--- config.mk ---
export PLATFORM = sky130hd
export DESIGN_NAME = rgb2ycc
export DESIGN_NICKNAME = d
export VERILOG_FILES = /design/src/rtl/rgb2ycc.sv
export SDC_FILE = /design/constraint.sdc
export NUM_CORES = 1
export LEC_CHECK = 0
export CORE_MARGIN = 1
export CORE_UTILIZATION = 34
export CTS_CLUSTER_SIZE = 30
export DETAILED_ROUTE_END_ITERATION = 10
export PLACE_DENSITY = 0.54
export SETUP_SLACK_MARGIN = 0.1
export SYNTH_ARGS = -nofsm -noshare
export SYNTH_HDL_FRONTEND = slang
export SYNTH_SLANG_ARGS = --single-unit
--- constraint.sdc ---
create_clock -name clk -period 4.1 [get_ports clk]
set_clock_uncertainty 0.2 [all_clocks]
set_input_delay 0.41 -clock clk [delete_from_list [all_inputs] [get_ports clk]]
set_output_delay 0.41 -clock clk [all_outputs]
set_load 0.1 [all_outputs]
--- src/rtl/rgb2ycc.sv ---
// BT.601 full-range RGB -> YCbCr converter. It has a 3-stage pipeline, a frame-latched mode,
// sync delay matching, and line-length measurement.
module rgb2ycc #(
    parameter  int COLORDEPTH = 8,
    parameter  int MAXW       = 2048,
    localparam int CNTW       = $clog2(MAXW + 1)
) (
    input  logic                    clk,
    input  logic                    rst,
    input  logic [3*COLORDEPTH-1:0] rgb_i,
    input  logic                    dv_i,
    input  logic                    hs_i,
    input  logic                    vs_i,
    input  logic [1:0]              mode_i,
    output logic [3*COLORDEPTH-1:0] ycc_o,
    output logic                    dv_o,
    output logic                    hs_o,
    output logic                    vs_o,
    output logic                    line_end_o,
    output logic [CNTW-1:0]         line_len_o,
    output logic [1:0]              mode_o
);
    localparam int CD   = COLORDEPTH;
    localparam int W    = CD + 10;
    localparam int MAXV = (1 << CD) - 1;
    localparam logic [CD-1:0]       HALF = CD'(1 << (CD - 1));
    localparam logic signed [W-1:0] RND  = W'(128);
    localparam logic signed [W-1:0] OFF  = W'(1 << (CD - 1));
    localparam logic signed [W-1:0] VMAX = W'(MAXV);
    localparam int COEF [9] = '{77, 150, 29, -43, -85, 128, 128, -107, -21};

    logic [1:0]      mode_q, mode_eff;
    logic            vs_prev_q;
    logic [CNTW-1:0] cnt_q, cnt_d, carry_q;

    logic [3*CD-1:0] s1_rgb_q, s2_rgb_q;
    logic            s1_dv_q, s1_hs_q, s1_vs_q, s2_dv_q, s2_hs_q, s2_vs_q;
    logic [1:0]      s1_mode_q, s2_mode_q;
    logic signed [W-1:0] comp [3];
    logic signed [W-1:0] prod_d [9];
    logic signed [W-1:0] s2_prod_q [9];

    logic signed [W-1:0] sum_y, sum_cb, sum_cr;
    logic [3*CD-1:0]     ycc_d, ycc_q;
    logic                dv_q, hs_q, vs_q, le_q;
    logic [CNTW-1:0]     len_q;

    // Reserved mode 3 is treated as YCbCr.
    assign mode_eff = (mode_q == 2'd3) ? 2'd1 : mode_q;
    assign cnt_d    = !dv_i ? '0 : (cnt_q == CNTW'(MAXW)) ? cnt_q : cnt_q + 1'b1;

    // Stage 1: inputs, mode latch, and line counter.
    always_ff @(posedge clk) begin
        if (rst) begin
            s1_rgb_q  <= '0;
            s1_dv_q   <= 1'b0;
            s1_hs_q   <= 1'b0;
            s1_vs_q   <= 1'b0;
            s1_mode_q <= 2'd1;
            mode_q    <= 2'd1;
            vs_prev_q <= 1'b0;
            cnt_q     <= '0;
            carry_q   <= '0;
        end else begin
            s1_rgb_q  <= rgb_i;
            s1_dv_q   <= dv_i;
            s1_hs_q   <= hs_i;
            s1_vs_q   <= vs_i;
            s1_mode_q <= mode_eff;
            vs_prev_q <= vs_i;
            if (vs_i && !vs_prev_q) mode_q <= mode_i;
            cnt_q <= cnt_d;
            // s1_dv_q is the previous dv_i, so this detects the input-side falling edge.
            if (!dv_i && s1_dv_q) carry_q <= cnt_q;
        end
    end

    always_comb begin
        for (int c = 0; c < 3; c++) comp[c] = signed'(W'(s1_rgb_q[(2-c)*CD +: CD]));
        for (int i = 0; i < 9; i++) prod_d[i] = signed'(W'(COEF[i])) * comp[i % 3];
    end

    // Stage 2: the nine products.
    always_ff @(posedge clk) begin
        if (rst) begin
            for (int i = 0; i < 9; i++) s2_prod_q[i] <= '0;
            s2_rgb_q  <= '0;
            s2_dv_q   <= 1'b0;
            s2_hs_q   <= 1'b0;
            s2_vs_q   <= 1'b0;
            s2_mode_q <= 2'd1;
        end else begin
            for (int i = 0; i < 9; i++) s2_prod_q[i] <= prod_d[i];
            s2_rgb_q  <= s1_rgb_q;
            s2_dv_q   <= s1_dv_q;
            s2_hs_q   <= s1_hs_q;
            s2_vs_q   <= s1_vs_q;
            s2_mode_q <= s1_mode_q;
        end
    end

    function automatic logic [CD-1:0] clamp(input logic signed [W-1:0] v);
        if (v < 0)         return '0;
        else if (v > VMAX) return CD'(MAXV);
        else               return v[CD-1:0];
    endfunction

    always_comb begin
        sum_y  = (s2_prod_q[0] + s2_prod_q[1] + s2_prod_q[2] + RND) >>> 8;
        sum_cb = ((s2_prod_q[3] + s2_prod_q[4] + s2_prod_q[5] + RND) >>> 8) + OFF;
        sum_cr = ((s2_prod_q[6] + s2_prod_q[7] + s2_prod_q[8] + RND) >>> 8) + OFF;
        ycc_d  = '0;
        if (s2_dv_q) begin
            case (s2_mode_q)
                2'd0:    ycc_d = {clamp(sum_y), HALF, HALF};
                2'd2:    ycc_d = s2_rgb_q;
                default: ycc_d = {clamp(sum_y), clamp(sum_cb), clamp(sum_cr)};
            endcase
        end
    end

    // Stage 3: outputs. A line ends where stage 2 is valid and stage 1 is not.
    always_ff @(posedge clk) begin
        if (rst) begin
            ycc_q <= '0;
            dv_q  <= 1'b0;
            hs_q  <= 1'b0;
            vs_q  <= 1'b0;
            le_q  <= 1'b0;
            len_q <= '0;
        end else begin
            ycc_q <= ycc_d;
            dv_q  <= s2_dv_q;
            hs_q  <= s2_hs_q;
            vs_q  <= s2_vs_q;
            le_q  <= s2_dv_q && !s1_dv_q;
            if (s2_dv_q && !s1_dv_q) len_q <= carry_q;
        end
    end

    assign ycc_o      = ycc_q;
    assign dv_o       = dv_q;
    assign hs_o       = hs_q;
    assign vs_o       = vs_q;
    assign line_end_o = le_q;
    assign line_len_o = len_q;
    assign mode_o     = mode_eff;
endmodule

## Word level (Yosys, flattened, before mapping)

Memories as Yosys holds them, arrays and structs flattened.
Index checks and enable logic that the tools add are counted.

| operators by class | value |
|---|---|
| $add $sub $neg | 12 |
| multiply operators | 7 |
| div/mod/pow operators | 0 |
| $lt $le $gt $ge | 6 |
| equality and inequality tests | 3 |
| shifts and indexed selects | 0 |
| muxes and demuxes | 20 |
| bitwise gates (word level) | 11 |
| reduce and logical (&&, ||, !) cells | 9 |

Operators with widths:

| cell | count |
|---|---|
| $mux W18 | 9 |
| $add A18 B18 Y18 | 6 |
| $add A18 B9 Y18 const B | 3 |
| $mux W8 | 6 |
| $pmux W24 S2 | 1 |
| $mul A8 B9 Y17 const A | 2 |
| $mul A7 B8 Y15 const A | 2 |
| $add A10 B9 Y11 const B | 2 |
| $gt A11 B9 Y1 const B | 2 |
| $lt A11 B1 Y1 const B | 2 |
| $mul A7 B9 Y16 const A | 1 |
| $mul A6 B9 Y15 const A | 1 |
| $mul A5 B8 Y13 const A | 1 |
| $add A12 B1 Y12 const B | 1 |
| $eq A12 B12 Y1 const B | 1 |
| $gt A10 B9 Y1 const B | 1 |
| $lt A10 B1 Y1 const B | 1 |
| $or A1 B1 Y1 | 9 |
| $eq A2 B2 Y1 const B | 2 |
| $reduce_or A2 Y1 | 2 |
| $logic_and A1 B1 Y1 | 3 |
| $logic_not A1 Y1 | 3 |
| $mux W1 | 3 |
| $logic_not A2 Y1 | 1 |
| other kinds (2) | 3 |

| storage, ports and cells | value |
|---|---|
| flip-flop bits (word level) | 124 |
| bits in latches | 0 |
| bits in writable memories | 162 |
| ROM bits | 0 |
| bits of input ports | 31 |
| output and inout port bits | 42 |
| logic and storage cells | 88 |
| memories | 1 |

Memory list:

| name | depth | bits a word | rd ports | clocked after Yosys merged registers in | write ports | RTL line | source |
|---|---|---|---|---|---|---|---|
| s2_prod_q | 9 | 18 | 9 | 0 | 9 | 41 | `logic signed [W-1:0] s2_prod_q [9];` |

## Longest topological paths before layout

Gate-level depths: netlist (run 1).
An unclocked memory read counts as a cell.

| depth | value |
|---|---|
| word-level depth | 9 |
| mapped depth | 20 |
| depth with buffers taken out | 19 |

## Worst setup path before layout (run 1)

Ideal clock, no wire load.

| timing path | value |
|---|---|
| path kind | register to register |
| start | register s2_rgb_q[17] (netlist name) |
| end | register ycc_q[7], in the netlist ycc_o[7] |
| library setup time | 131 ps |
| arrival | 4012 ps |
| data required time | 3769 ps |
| slack | -242 ps |
| cell stages (with the launch flop) | 19 |
| path buffers | 1 |
| period minus slack after synthesis | 4342 ps |
| cell sequence | dfxtp_1 -> inv_1 -> fa_1 -> inv_1 -> ha_1 -> ha_1 -> nand4_1 -> o21ai_0 -> nor2_1 -> a211o_1 -> a211oi_1 -> inv_1 -> ha_1 -> xor2_1 -> xnor2_1 -> or2_1 -> buf_2 -> a2111oi_2 -> a211oi_1 |

RTL lines:

| what | RTL line | source |
|---|---|---|
| to (signal assigned) | 132 | `ycc_q <= ycc_d;` |
| to (decl) | 44 | `logic [3*CD-1:0] ycc_d, ycc_q;` |

==> run summary, run 1 <==
=================================================================================================
Status .............................................................................    completed
Most used cell, CP ................................................................. sky130_fd_sc_hd__a21oi_2
Count of hold-fix buffers inserted at cts ..........................................            0
Post-Synthesis Cells ...............................................................        1,818
Clock insertion delay at the later pin of the skew report ..........................      0.57 ns
Via density ........................................................................         4.64
Via count of the first global-routing pass .........................................       12,700
Hold Violations, Final .............................................................            0
Cell area after technology mapping .................................................  16,700 um^2
Avg Synthesized Cell Area ..........................................................    9.18 um^2
Maximum net fanout on the critical path ............................................            4
Leading cell types in the layout, fill and taps excluded ........................... sky130_fd_sc_hd__inv_1 (340), sky130_fd_sc_hd__ha_1 (304), sky130_fd_sc_hd__dfxtp_1 (188)
Met2 routed wirelength .............................................................    19,000 um
Total leakage power ................................................................    0.0104 uW
Number of detailed-route iterations in the first pass ..............................            4
FF+latch count, synth ..............................................................          218
Worst EP required ..................................................................      4.33 ns
Root buffer selected by CTS ........................................................ sky130_fd_sc_hd__clkbuf_16
Net switching power ................................................................      4140 uW
Final setup fails ..................................................................            0
Routed length per placed instance ..................................................      15.3 um
Ordered cell list for the critical path ............................................ inv_2, fa_1, inv_2, ha_4, ha_4, a21oi_2, o21ai_2, nor3_2, a21oi_2, a21oi_2, o21ai_1, a21oi_1, xnor2_1, ha_2, xor2_1, xnor2_1, or2_4, buf_6, o21bai_1, a21oi_2
Initial Util .......................................................................        0.347
Sequential Power Share .............................................................        0.235
Routed metal-1 wire length .........................................................    19,500 um
Largest area contributor in the synthesized netlist ................................ sky130_fd_sc_hd__ha_1
Sort of element at the end of the critical path ....................................    flip-flop
Clock period minus final worst setup slack .........................................      4.06 ns
Estimated wirelength of the detail-placed design ...................................    33,100 um
Smallest hold slack ................................................................     0.132 ns
Share of the yosys chip area belonging to registers ................................        0.262
Post-Synthesis Net Count ...........................................................        2,312
Yosys Warn Count ...................................................................            0
Stage delay of the slowest cell on the critical path ...............................      0.55 ns
Initial detailed-routing violation count ...........................................          332
Port bufs ..........................................................................           72
Fill cell total of the finished layout .............................................        4,658
Startpoint type of the worst setup path ............................................    flip-flop
Clock Path Buffers .................................................................            3
TritonCTS clock tree ...............................................................        built
Area of placed instances ...........................................................  19,000 um^2
Height of the chip .................................................................       224 um
Highest attainable clock frequency .................................................      247 MHz
Standard-cell rows .................................................................           80
Sw Ratio ...........................................................................        0.389
Setup repair after global routing missed its margin ................................          yes
Area growth from synthesis to layout ...............................................        28.0%
Global-route congestion overflow total .............................................            0
Number of enable-type register cells in the synthesized netlist ....................            0
CTS sink cnt .......................................................................          218
Predominant post-synthesis flop cell ............................................... sky130_fd_sc_hd__dfxtp_1
Headroom to the max-slew limit .....................................................        0.332
Initial antenna violation count ....................................................            0
Inserted Clock Buffers .............................................................           27
Count of final max-slew check failures .............................................            0
Total wirelength of the detailed-routed design .....................................    40,900 um
Share of synthesized registers carrying an async set or reset ......................            0
Non-Filler Cell Area, Final ........................................................  21,400 um^2
Length of routed met3 wiring .......................................................      1320 um
Comb pwr share .....................................................................        0.536
Master of the slowest instance on the critical path ................................ sky130_fd_sc_hd__fa_1
GP Congestion ......................................................................        0.879
Number of distinct library cell variants in the gate-level netlist after synthesis .           55
I/O Pins ...........................................................................           73
Die outline area ...................................................................  50,000 um^2
Final net count ....................................................................        2,530
Clock group share of total power ...................................................        0.229
Layout cell share with drive strength beyond 1 .....................................        0.202
Share of the clock period used by the worst path ...................................        0.989
Leading cell type in the layout, fill and taps excluded ............................ sky130_fd_sc_hd__inv_1
Count of maximum capacitance violations ............................................            0
Overall Global Routing Usage .......................................................        0.164
Maximum number of pins on one net before global-route repair .......................          101
Setup total negative slack .........................................................         0 ns
Leading cell types by total area after synthesis ................................... sky130_fd_sc_hd__ha_1 (27%), sky130_fd_sc_hd__dfxtp_1 (26%), sky130_fd_sc_hd__fa_1 (12%), sky130_fd_sc_hd__inv_1 (8.3%), sky130_fd_sc_hd__xnor2_1 (3.4%)
Transition time of the tightest slew-check pin .....................................      1.00 ns
Die X ..............................................................................       224 um
CORE AREA ..........................................................................  48,000 um^2
Count of vias placed by the detailed router ........................................       12,400
Arrival time of the worst setup path ...............................................      4.29 ns
Drt drc ............................................................................            0
Register clock-pin slew on the reported worst setup and hold paths .................      0.06 ns
Power per cell area ................................................................  499 nW/um^2
Number of nets still failing antenna checks after routing ..........................            0
N_diodes ...........................................................................            0
Type of the most critical hold path ................................................    in -> reg
Internal power .....................................................................      6510 uW
Max H-tree Level ...................................................................            1
Critical path start-end classification .............................................   reg -> reg
First-pass GRT wire length .........................................................    65,000 um
Uppermost routed layer .............................................................         met4
Maximum vdd ir drop ................................................................     0.330 mV
Share of the synthesized area in the top cell type .................................        0.273
=================================================================================================
## power by group through the flow
stage               Combinational (uW)  Clock (uW)  Sequential [uW]
global route                      6400        2600             2530
global placement                  4640           0             2550
floorplan                         3310           0             2670
detailed placement                4690           0             2550
CTS                               5090        2530             2510
finish                            5710        2440             2510
## metal layers
layer | track usage | up-vias
met5 | 0 | -
met4 | 0.0455 | 0
met3 | 0.0223 | 70
met2 | 0.275 | 162
met1 | 0.219 | 5873
li1 | - | 6291
## per-stage QoR
step / instances / utilization / worst slack [ns] / total power, uW
3_5_place_dp: 2577 / 0.396 / -0.136 / 7230
4_1_cts: 2650 / 0.426 / -0.0865 / 10100
5_1_grt: 2671 / 0.445 / -0.121 / 11500
6_report: 2671 / 0.445 / 0.0448 / 10700
2_1_floorplan: 1818 / - / 0.0471 / 5980
3_3_place_gp: 2577 / 0.396 / -0.0690 / 7180
## area by class of cell
class	count	area [um^2]	area share
multi-input cells	1199	12000	0.561
clock inverters	10	154	0.00720
repair buffers	221	1890	0.0886
inverters	369	1390	0.0652
clock buffers	39	751	0.0351
well taps	615	769	0.0360
flip-flops and latches	218	4430	0.207
## synthesized netlist by cell type, types with 2 or more instances
cell type and n:
sky130_fd_sc_hd__a211o_1 4, sky130_fd_sc_hd__a2111oi_0 3, sky130_fd_sc_hd__xnor2_1 64, sky130_fd_sc_hd__clkbuf_1 29, sky130_fd_sc_hd__or2_2 3, sky130_fd_sc_hd__nand3_1 16
sky130_fd_sc_hd__fa_1 99, sky130_fd_sc_hd__o21a_1 5, sky130_fd_sc_hd__a21oi_1 109, sky130_fd_sc_hd__o31ai_1 3, sky130_fd_sc_hd__nand2b_1 7, sky130_fd_sc_hd__a21o_1 28
sky130_fd_sc_hd__ha_1 364, sky130_fd_sc_hd__a31oi_1 4, sky130_fd_sc_hd__nand2_1 103, sky130_fd_sc_hd__nor2_1 127, sky130_fd_sc_hd__buf_1 2, sky130_fd_sc_hd__or3_1 4
sky130_fd_sc_hd__o21bai_1 34, sky130_fd_sc_hd__o211ai_1 3, sky130_fd_sc_hd__xor2_1 37, sky130_fd_sc_hd__and3_1 7, sky130_fd_sc_hd__nand4_1 6, sky130_fd_sc_hd__nor4b_1 3
sky130_fd_sc_hd__mux2i_1 2, sky130_fd_sc_hd__inv_1 369, sky130_fd_sc_hd__dfxtp_1 218, sky130_fd_sc_hd__o21ai_0 39, sky130_fd_sc_hd__nor3_1 18, sky130_fd_sc_hd__nor2b_1 66
sky130_fd_sc_hd__and2_1 4, sky130_fd_sc_hd__o21ai_1 2, sky130_fd_sc_hd__o41ai_1 3, sky130_fd_sc_hd__a211oi_1 8, sky130_fd_sc_hd__o21ai_2 2, sky130_fd_sc_hd__a32o_1 4
## kinds of logic after synthesis
family,count (synthesis),share of synthesized area
compound gates,265,0.100
simple gates,367,0.101
mux,3,0.00187
buf+inv,401,0.0903
flops,218,0.262
fa+ha+maj,463,0.392
xor+xnor,101,0.0530
## critical path, delay by kind of cell (launching register included)
family	cells	cell delay [ns]
XOR/XNOR	3	0.45
adder cells (fa/ha/maj)	4	1.23
buffers and inverters	3	0.21
AO/OA/AOI/OAI	8	0.99
flip-flops	1	0.32
AND/OR/NAND/NOR	2	0.54
## registers in the layout (all words and copies together) (netlist names)
name        cells
hs_o            1
s2_prod_q      95
s2_dv_q         1
s2_hs_q         1
carry_q        12
s1_dv_q         1
s2_mode_q       2
s1_mode_q       2
s1_vs_q         1
vs_o            1
mode_q          2
dv_o            1
s1_rgb_q       24
s2_vs_q         1
cnt_q          12
line_end_o      1
ycc_o          24
s2_rgb_q       23
s1_hs_q         1
line_len_o     12
## path summary, 6_finish.rpt
kind                                 from                  end  slack, ns  cells past startpoint
max          s2_prod_q[0][155]$_SDFF_PP0_  ycc_o[3]$_SDFF_PP0_       0.04                     20
min                                   rst   s1_hs_q$_SDFF_PP0_       0.13                      2
max reg2reg  s2_prod_q[0][155]$_SDFF_PP0_  ycc_o[3]$_SDFF_PP0_       0.04                     20
min reg2reg            s2_hs_q$_SDFF_PP0_      hs_o$_SDFF_PP0_       0.25                      1
## what timing repair did
action                     4_1_cts  5_1_grt
setup endpoints to repair       37       49
setup buffers                   26       21
pin swaps                       62      109
cloned                           0        0
gates resized for setup         84      178
Power figures use the tool's default switching activity.
==> run 2, diff against run 1 <==
SKIP_CTS_REPAIR_TIMING = 1   (was unset)
==> run summary, run 2 (same netlist as run 1, synthesis figures left out) <==
=================================================================================
Hold Violations, Final .............................................            0   unchanged
Number of buffer and inverter stages on the critical path ..........            3   unchanged
Worst setup path startpoint ........................................ s2_rgb_q[16]$_SDFF_PP0_
Highest attainable clock frequency .................................      241 MHz   -2.2%
Routed length per placed instance ..................................      15.3 um   +0.14%
R2r endpoint ....................................................... ycc_o[3]$_SDFF_PP0_
Maximum number of pins on one net before global-route repair .......          101   unchanged
GP Congestion ......................................................        0.879   unchanged
Setup repair after global routing missed its margin ................          yes
Height of the chip .................................................       224 um   unchanged
CORE AREA ..........................................................  48,000 um^2   unchanged
Transition time of the tightest slew-check pin .....................      1.00 ns   unchanged
Worst reg2reg setup slack ..........................................     -0.05 ns   -0.09 ns
Logic depth of the worst path, buffers included ....................           20   unchanged
Startpoint of the worst-slack reg-to-reg timing path ............... s2_rgb_q[16]$_SDFF_PP0_
Smallest hold slack ................................................     0.129 ns   -0.00279 ns
Root buffer selected by CTS ........................................ sky130_fd_sc_hd__clkbuf_16
Final setup fails ..................................................            1   +1
Layout Utilization .................................................        0.442   -0.00276
Maximum net fanout on the critical path ............................            4   unchanged
Number of cells on the worst reg-to-reg path .......................           20   unchanged
Leading cell type in the layout, fill and taps excluded ............ sky130_fd_sc_hd__inv_1
Stage delay of the slowest cell on the critical path ...............      0.46 ns   -0.09 ns
Count of vias placed by the detailed router ........................       12,300   -1.0%
Power per cell area ................................................  499 nW/um^2   +0.15%
Overall Global Routing Usage .......................................        0.160   -0.00346
Number of flip-flops under the largest register name ...............           95   unchanged
Standard-cell rows .................................................           80   unchanged
Violated checks .................................................... negative setup slack
Port bufs ..........................................................           72   unchanged
Headroom to the max-slew limit .....................................        0.332   unchanged
Die X ..............................................................       224 um   unchanged
Capturing element of the worst setup path .......................... ycc_o[3]$_SDFF_PP0_
Register clock-pin slew on the reported worst setup and hold paths .      0.06 ns   about the same
CTS sink cnt .......................................................          218   unchanged
Most used cell, CP ................................................. sky130_fd_sc_hd__a21oi_2
Type of the most critical hold path ................................    in -> reg
Share of the clock period used by the worst path ...................         1.01   +0.0219
Worst EP required ..................................................      4.33 ns   about the same
Leading cell types in the layout, fill and taps excluded ........... sky130_fd_sc_hd__inv_1 (338), sky130_fd_sc_hd__ha_1 (304), sky130_fd_sc_hd__dfxtp_1 (194)
Sort of element at the end of the critical path ....................    flip-flop
TritonCTS clock tree ...............................................        built
First-pass GRT wire length .........................................    63,300 um   -2.6%
Total wirelength of the detailed-routed design .....................    40,700 um   -0.61%
Initial antenna violation count ....................................            0   unchanged
Max H-tree Level ...................................................            1   unchanged
Arrival time of the worst setup path ...............................      4.38 ns   +0.09 ns
Maximum vdd ir drop ................................................     0.328 mV   -0.67%
I/O Pins ...........................................................           73   unchanged
Total leakage power ................................................    0.0103 uW   -0.89%
Clock Path Buffers .................................................            3   unchanged
Estimated wirelength of the detail-placed design ...................    33,100 um   unchanged
Initial Util .......................................................        0.347   unchanged
Clock period minus final worst setup slack .........................      4.15 ns   +0.0900 ns
Power Total ........................................................    10,600 uW   -0.47%
Drt drc ............................................................            0   unchanged
Count of maximum capacitance violations ............................            0   unchanged
Clock insertion delay at the later pin of the skew report ..........      0.57 ns   about the same
Critical path's top delay family ...................................  adder cells
Number of detailed-route iterations in the first pass ..............            5   +1
Initial detailed-routing violation count ...........................          336   +1.2%
Number of nets still failing antenna checks after routing ..........            0   unchanged
Via density ........................................................         4.63   -0.29%
Ordered cell list for the critical path ............................ inv_2, ha_4, inv_4, fa_2, ha_4, nand4_1, nor3_2, nor2_2, a21oi_2, a21oi_2, o21ai_1, a21oi_2, xnor2_1, ha_2, xor2_1, xnor2_1, or2_4, buf_6, o21bai_1, a21oi_2
Status ............................................................. complete, but fails checks
Global-route congestion overflow total .............................            0   unchanged
Area growth from synthesis to layout ...............................        27.3%
Master of the slowest instance on the critical path ................ sky130_fd_sc_hd__fa_2
Final net count ....................................................        2,509   -0.83%
Startpoint type of the worst setup path ............................    flip-flop
Worst setup margin .................................................   -0.0452 ns   -0.0900 ns
Inserted Clock Buffers .............................................           27   unchanged
Count of final max-slew check failures .............................            0   unchanged
Die outline area ...................................................  50,000 um^2   unchanged
Critical path start-end classification .............................   reg -> reg
Via count of the first global-routing pass .........................       12,300   -2.8%
Top register by number of flip-flops ...............................    s2_prod_q
Layout cell share with drive strength beyond 1 .....................        0.193   -0.00921
=================================================================================
run 2: worst min path at each step:
stage / start / endpoint / slack, ns / cells past startpoint
after CTS: rst / mode_q[1]$_SDFFE_PP0P_ / 0.12 / 2
after floorplan: s1_mode_q[0]$_SDFF_PP1_ / s2_mode_q[0]$_SDFF_PP1_ / 0.19 / 1
after global routing: rst / s2_hs_q$_SDFF_PP0_ / 0.17 / 2
after global placement: s1_hs_q$_SDFF_PP0_ / s2_hs_q$_SDFF_PP0_ / 0.22 / 1
final: rst / s1_rgb_q[10]$_SDFF_PP0_ / 0.13 / 2
after detailed placement: s1_hs_q$_SDFF_PP0_ / s2_hs_q$_SDFF_PP0_ / 0.22 / 1
run 2: layout make-up:
| class | count | area [um^2] |
|---|---|---|
| clock inverter | 10 | 154 |
| multi-input combinational | 1199 | 12000 |
| inverter | 369 | 1400 |
| clock buffer | 39 | 751 |
| sequential | 218 | 4410 |
| fill | 4671 | 26800 |
| timing repair buffer | 200 | 1730 |
| antenna | 1 | 2.50 |
| tap | 615 | 769 |
run 2: routing by layer:
| layer | track usage | routed length (um) | vias up |
|---|---|---|---|
| met3 | 0.0233 | 1350 | 58 |
| li1 | - | - | 6251 |
| met4 | 0.0504 | 1140 | 0 |
| met2 | 0.263 | 18800 | 154 |
| met5 | 0 | 0 | - |
| met1 | 0.216 | 19400 | 5804 |
run 2: stage by stage:
step / setup slack (ns) / cell area (um^2) / cells / TNS, ns
6_report: -0.0452 / 21200 / 2651 / -0.0452
3_5_place_dp: -0.136 / 19000 / 2577 / -1.93
4_1_cts: -0.185 / 19900 / 2626 / -2.91
5_1_grt: -0.289 / 21200 / 2650 / -1.75
2_1_floorplan: 0.0471 / 16900 / 1818 / 0
3_3_place_gp: -0.0690 / 19000 / 2577 / -0.387
run 2: report_power, final:
part / internal (uW) / switching, uW
combinational: 2560 / 3100
sequential: 2380 / 123
clock: 1510 / 927
==> run 3, diff against run 2 <==
RECOVER_POWER = 50   (was unset)
==> run summary, run 3 (same netlist as run 1, synthesis figures left out) <==
=================================================================================
Initial detailed-routing violation count ...........................          325   -3.3%
Power per cell area ................................................  500 nW/um^2   about the same
Maximum vdd ir drop ................................................     0.328 mV   -0.10%
Hold Violations, Final .............................................            0   unchanged
Sort of element at the end of the critical path ....................    flip-flop
First-pass GRT wire length .........................................    63,300 um   unchanged
Root buffer selected by CTS ........................................ sky130_fd_sc_hd__clkbuf_16
GP Congestion ......................................................        0.879   unchanged
Inserted Clock Buffers .............................................           27   unchanged
Smallest hold slack ................................................     0.131 ns   +0.00163 ns
Transition time of the tightest slew-check pin .....................      1.00 ns   unchanged
Final setup fails ..................................................            1   unchanged
GR Util met1 .......................................................        0.216   unchanged
CTS sink cnt .......................................................          218   unchanged
Startpoint of the worst-slack reg-to-reg timing path ............... s2_rgb_q[16]$_SDFF_PP0_
Count of final max-slew check failures .............................            0   unchanged
Power Total ........................................................    10,600 uW   about the same
Internal power .....................................................      6460 uW   about the same
Overall Global Routing Usage .......................................        0.160   unchanged
Highest attainable clock frequency .................................      241 MHz   about the same
Die X ..............................................................       224 um   unchanged
Initial Util .......................................................        0.347   unchanged
Worst setup margin .................................................   -0.0447 ns   +0.000487 ns
Clock insertion delay at the later pin of the skew report ..........      0.57 ns   about the same
Net switching power ................................................      4150 uW   about the same
Register clock-pin slew on the reported worst setup and hold paths .      0.06 ns   about the same
Clock period minus final worst setup slack .........................      4.14 ns   -0.000487 ns
Initial antenna violation count ....................................            0   unchanged
Port bufs ..........................................................           72   unchanged
Via density ........................................................         4.62   -0.11%
Status ............................................................. complete, but fails checks
Sequential Power Share .............................................        0.236   about the same
Global-route congestion overflow total .............................            0   unchanged
Worst EP required ..................................................      4.33 ns   about the same
Startpoint type of the worst setup path ............................    flip-flop
Placed cells .......................................................        2,577   unchanged
Leading cell types in the layout, fill and taps excluded ........... sky130_fd_sc_hd__inv_1 (338), sky130_fd_sc_hd__ha_1 (304), sky130_fd_sc_hd__dfxtp_1 (198)
Total leakage power ................................................    0.0103 uW   -0.16%
Layout Utilization .................................................        0.441   -0.000521
CORE AREA ..........................................................  48,000 um^2   unchanged
Headroom to the max-slew limit .....................................        0.332   unchanged
Count of maximum capacitance violations ............................            0   unchanged
Met2 capacity usage during global routing ..........................        0.263   unchanged
Area growth from synthesis to layout ...............................        27.1%
Number of cells in the finished layout apart from fillers ..........        2,651   unchanged
Layout cell share with drive strength beyond 1 .....................        0.189   -0.00393
Share of the clock period used by the worst path ...................         1.01   about the same
R2r endpoint ....................................................... ycc_o[3]$_SDFF_PP0_
Setup total negative slack .........................................   -0.0447 ns   +0.000487 ns
Number of nets still failing antenna checks after routing ..........            0   unchanged
Maximum number of pins on one net before global-route repair .......          101   unchanged
Worst setup path startpoint ........................................ s2_rgb_q[16]$_SDFF_PP0_
I/O Pins ...........................................................           73   unchanged
Estimated wirelength of the detail-placed design ...................    33,100 um   unchanged
Via count of the first global-routing pass .........................       12,300   unchanged
Violated checks .................................................... negative setup slack
Die outline area ...................................................  50,000 um^2   unchanged
Capturing element of the worst setup path .......................... ycc_o[3]$_SDFF_PP0_
Clock group share of total power ...................................        0.230   about the same
Standard-cell rows .................................................           80   unchanged
Type of the most critical hold path ................................    in -> reg
Final net count ....................................................        2,509   unchanged
Clock Path Buffers .................................................            3   unchanged
Met3 track demand over resource in global routing ..................       0.0233   unchanged
Drt drc ............................................................            0   unchanged
Leading cell type in the layout, fill and taps excluded ............ sky130_fd_sc_hd__inv_1
Routed length per placed instance ..................................      15.4 um   about the same
Worst reg2reg setup slack ..........................................     -0.04 ns   about the same
Arrival time of the worst setup path ...............................      4.37 ns   about the same
Number of flip-flops under the largest register name ...............           95   unchanged
Sw Ratio ...........................................................        0.391   about the same
Maximum net fanout on the critical path ............................            4   unchanged
Number of detailed-route iterations in the first pass ..............            5   unchanged
Height of the chip .................................................       224 um   unchanged
Top register by number of flip-flops ...............................    s2_prod_q
Comb pwr share .....................................................        0.534   about the same
Max H-tree Level ...................................................            1   unchanged
TritonCTS clock tree ...............................................        built
Setup repair after global routing missed its margin ................          yes
Count of vias placed by the detailed router ........................       12,300   -0.11%
GR peak layer ......................................................         met2
Number of cells on the worst reg-to-reg path .......................           20   unchanged
Critical path start-end classification .............................   reg -> reg
Total wirelength of the detailed-routed design .....................    40,700 um   about the same
=================================================================================
-- run 3: power by group through the flow --
stage	Combinational [uW]	Clock, uW	Sequential (uW)
6_report	5660	2440	2500
5_1_grt	6350	2600	2530
4_1_cts	4740	2530	2500
3_5_place_dp	4690	0	2550
3_3_place_gp	4640	0	2550
2_1_floorplan	3310	0	2670
-- run 3: worst max-delay path, cell delays in order, from the launching register on --
cell and delay, ns:
sky130_fd_sc_hd__dfxtp_2 0.34, sky130_fd_sc_hd__inv_2 0.06, sky130_fd_sc_hd__ha_4 0.27, sky130_fd_sc_hd__inv_4 0.03
sky130_fd_sc_hd__fa_2 0.46, sky130_fd_sc_hd__ha_4 0.30, sky130_fd_sc_hd__nand4_1 0.14, sky130_fd_sc_hd__nor3_2 0.27
sky130_fd_sc_hd__nor2_2 0.10, sky130_fd_sc_hd__a21oi_2 0.17, sky130_fd_sc_hd__a21oi_2 0.08, sky130_fd_sc_hd__o21ai_1 0.17
sky130_fd_sc_hd__a21oi_2 0.08, sky130_fd_sc_hd__xnor2_1 0.21, sky130_fd_sc_hd__ha_2 0.21, sky130_fd_sc_hd__xor2_1 0.18
sky130_fd_sc_hd__xnor2_1 0.11, sky130_fd_sc_hd__or2_4 0.28, sky130_fd_sc_hd__buf_6 0.13, sky130_fd_sc_hd__o21bai_1 0.15
sky130_fd_sc_hd__a21oi_2 0.08
-- run 3: routing by layer --
layer  wire, um  share of wire  vias up
li1           -              -     6251
met1      19400           0.48     5786
met2      18800           0.46      157
met3       1310          0.032       60
met4       1160          0.028        0
met5          0              0        -
-- run 3: worst min path at each step --
stage / start / to / slack [ns] / cells past startpoint
after floorplan: s1_mode_q[0]$_SDFF_PP1_ / s2_mode_q[0]$_SDFF_PP1_ / 0.19 / 1
after global placement: s1_hs_q$_SDFF_PP0_ / s2_hs_q$_SDFF_PP0_ / 0.22 / 1
after detailed placement: s1_hs_q$_SDFF_PP0_ / s2_hs_q$_SDFF_PP0_ / 0.22 / 1
after CTS: rst / mode_q[1]$_SDFFE_PP0P_ / 0.12 / 2
after global routing: rst / s2_hs_q$_SDFF_PP0_ / 0.17 / 2
final: rst / s1_hs_q$_SDFF_PP0_ / 0.13 / 2
-- run 3: cell type report --
cell class	count	area, um^2
Antenna cell	1	2.50
Clock buffer	39	751
Clock inverter	10	154
Fill cell	4676	26800
Inverter	369	1400
Multi-Input combinational cell	1199	12000
Sequential cell	218	4400
Tap cell	615	769
Timing Repair Buffer	200	1710
-- run 3: metrics by stage --
step                      worst slack, ns  instance area (um^2)
final                             -0.0447                 21200
after global routing               -0.289                 21200
after CTS                          -0.185                 19900
after detailed placement           -0.136                 19000
after global placement            -0.0690                 19000
after floorplan                    0.0471                 16900
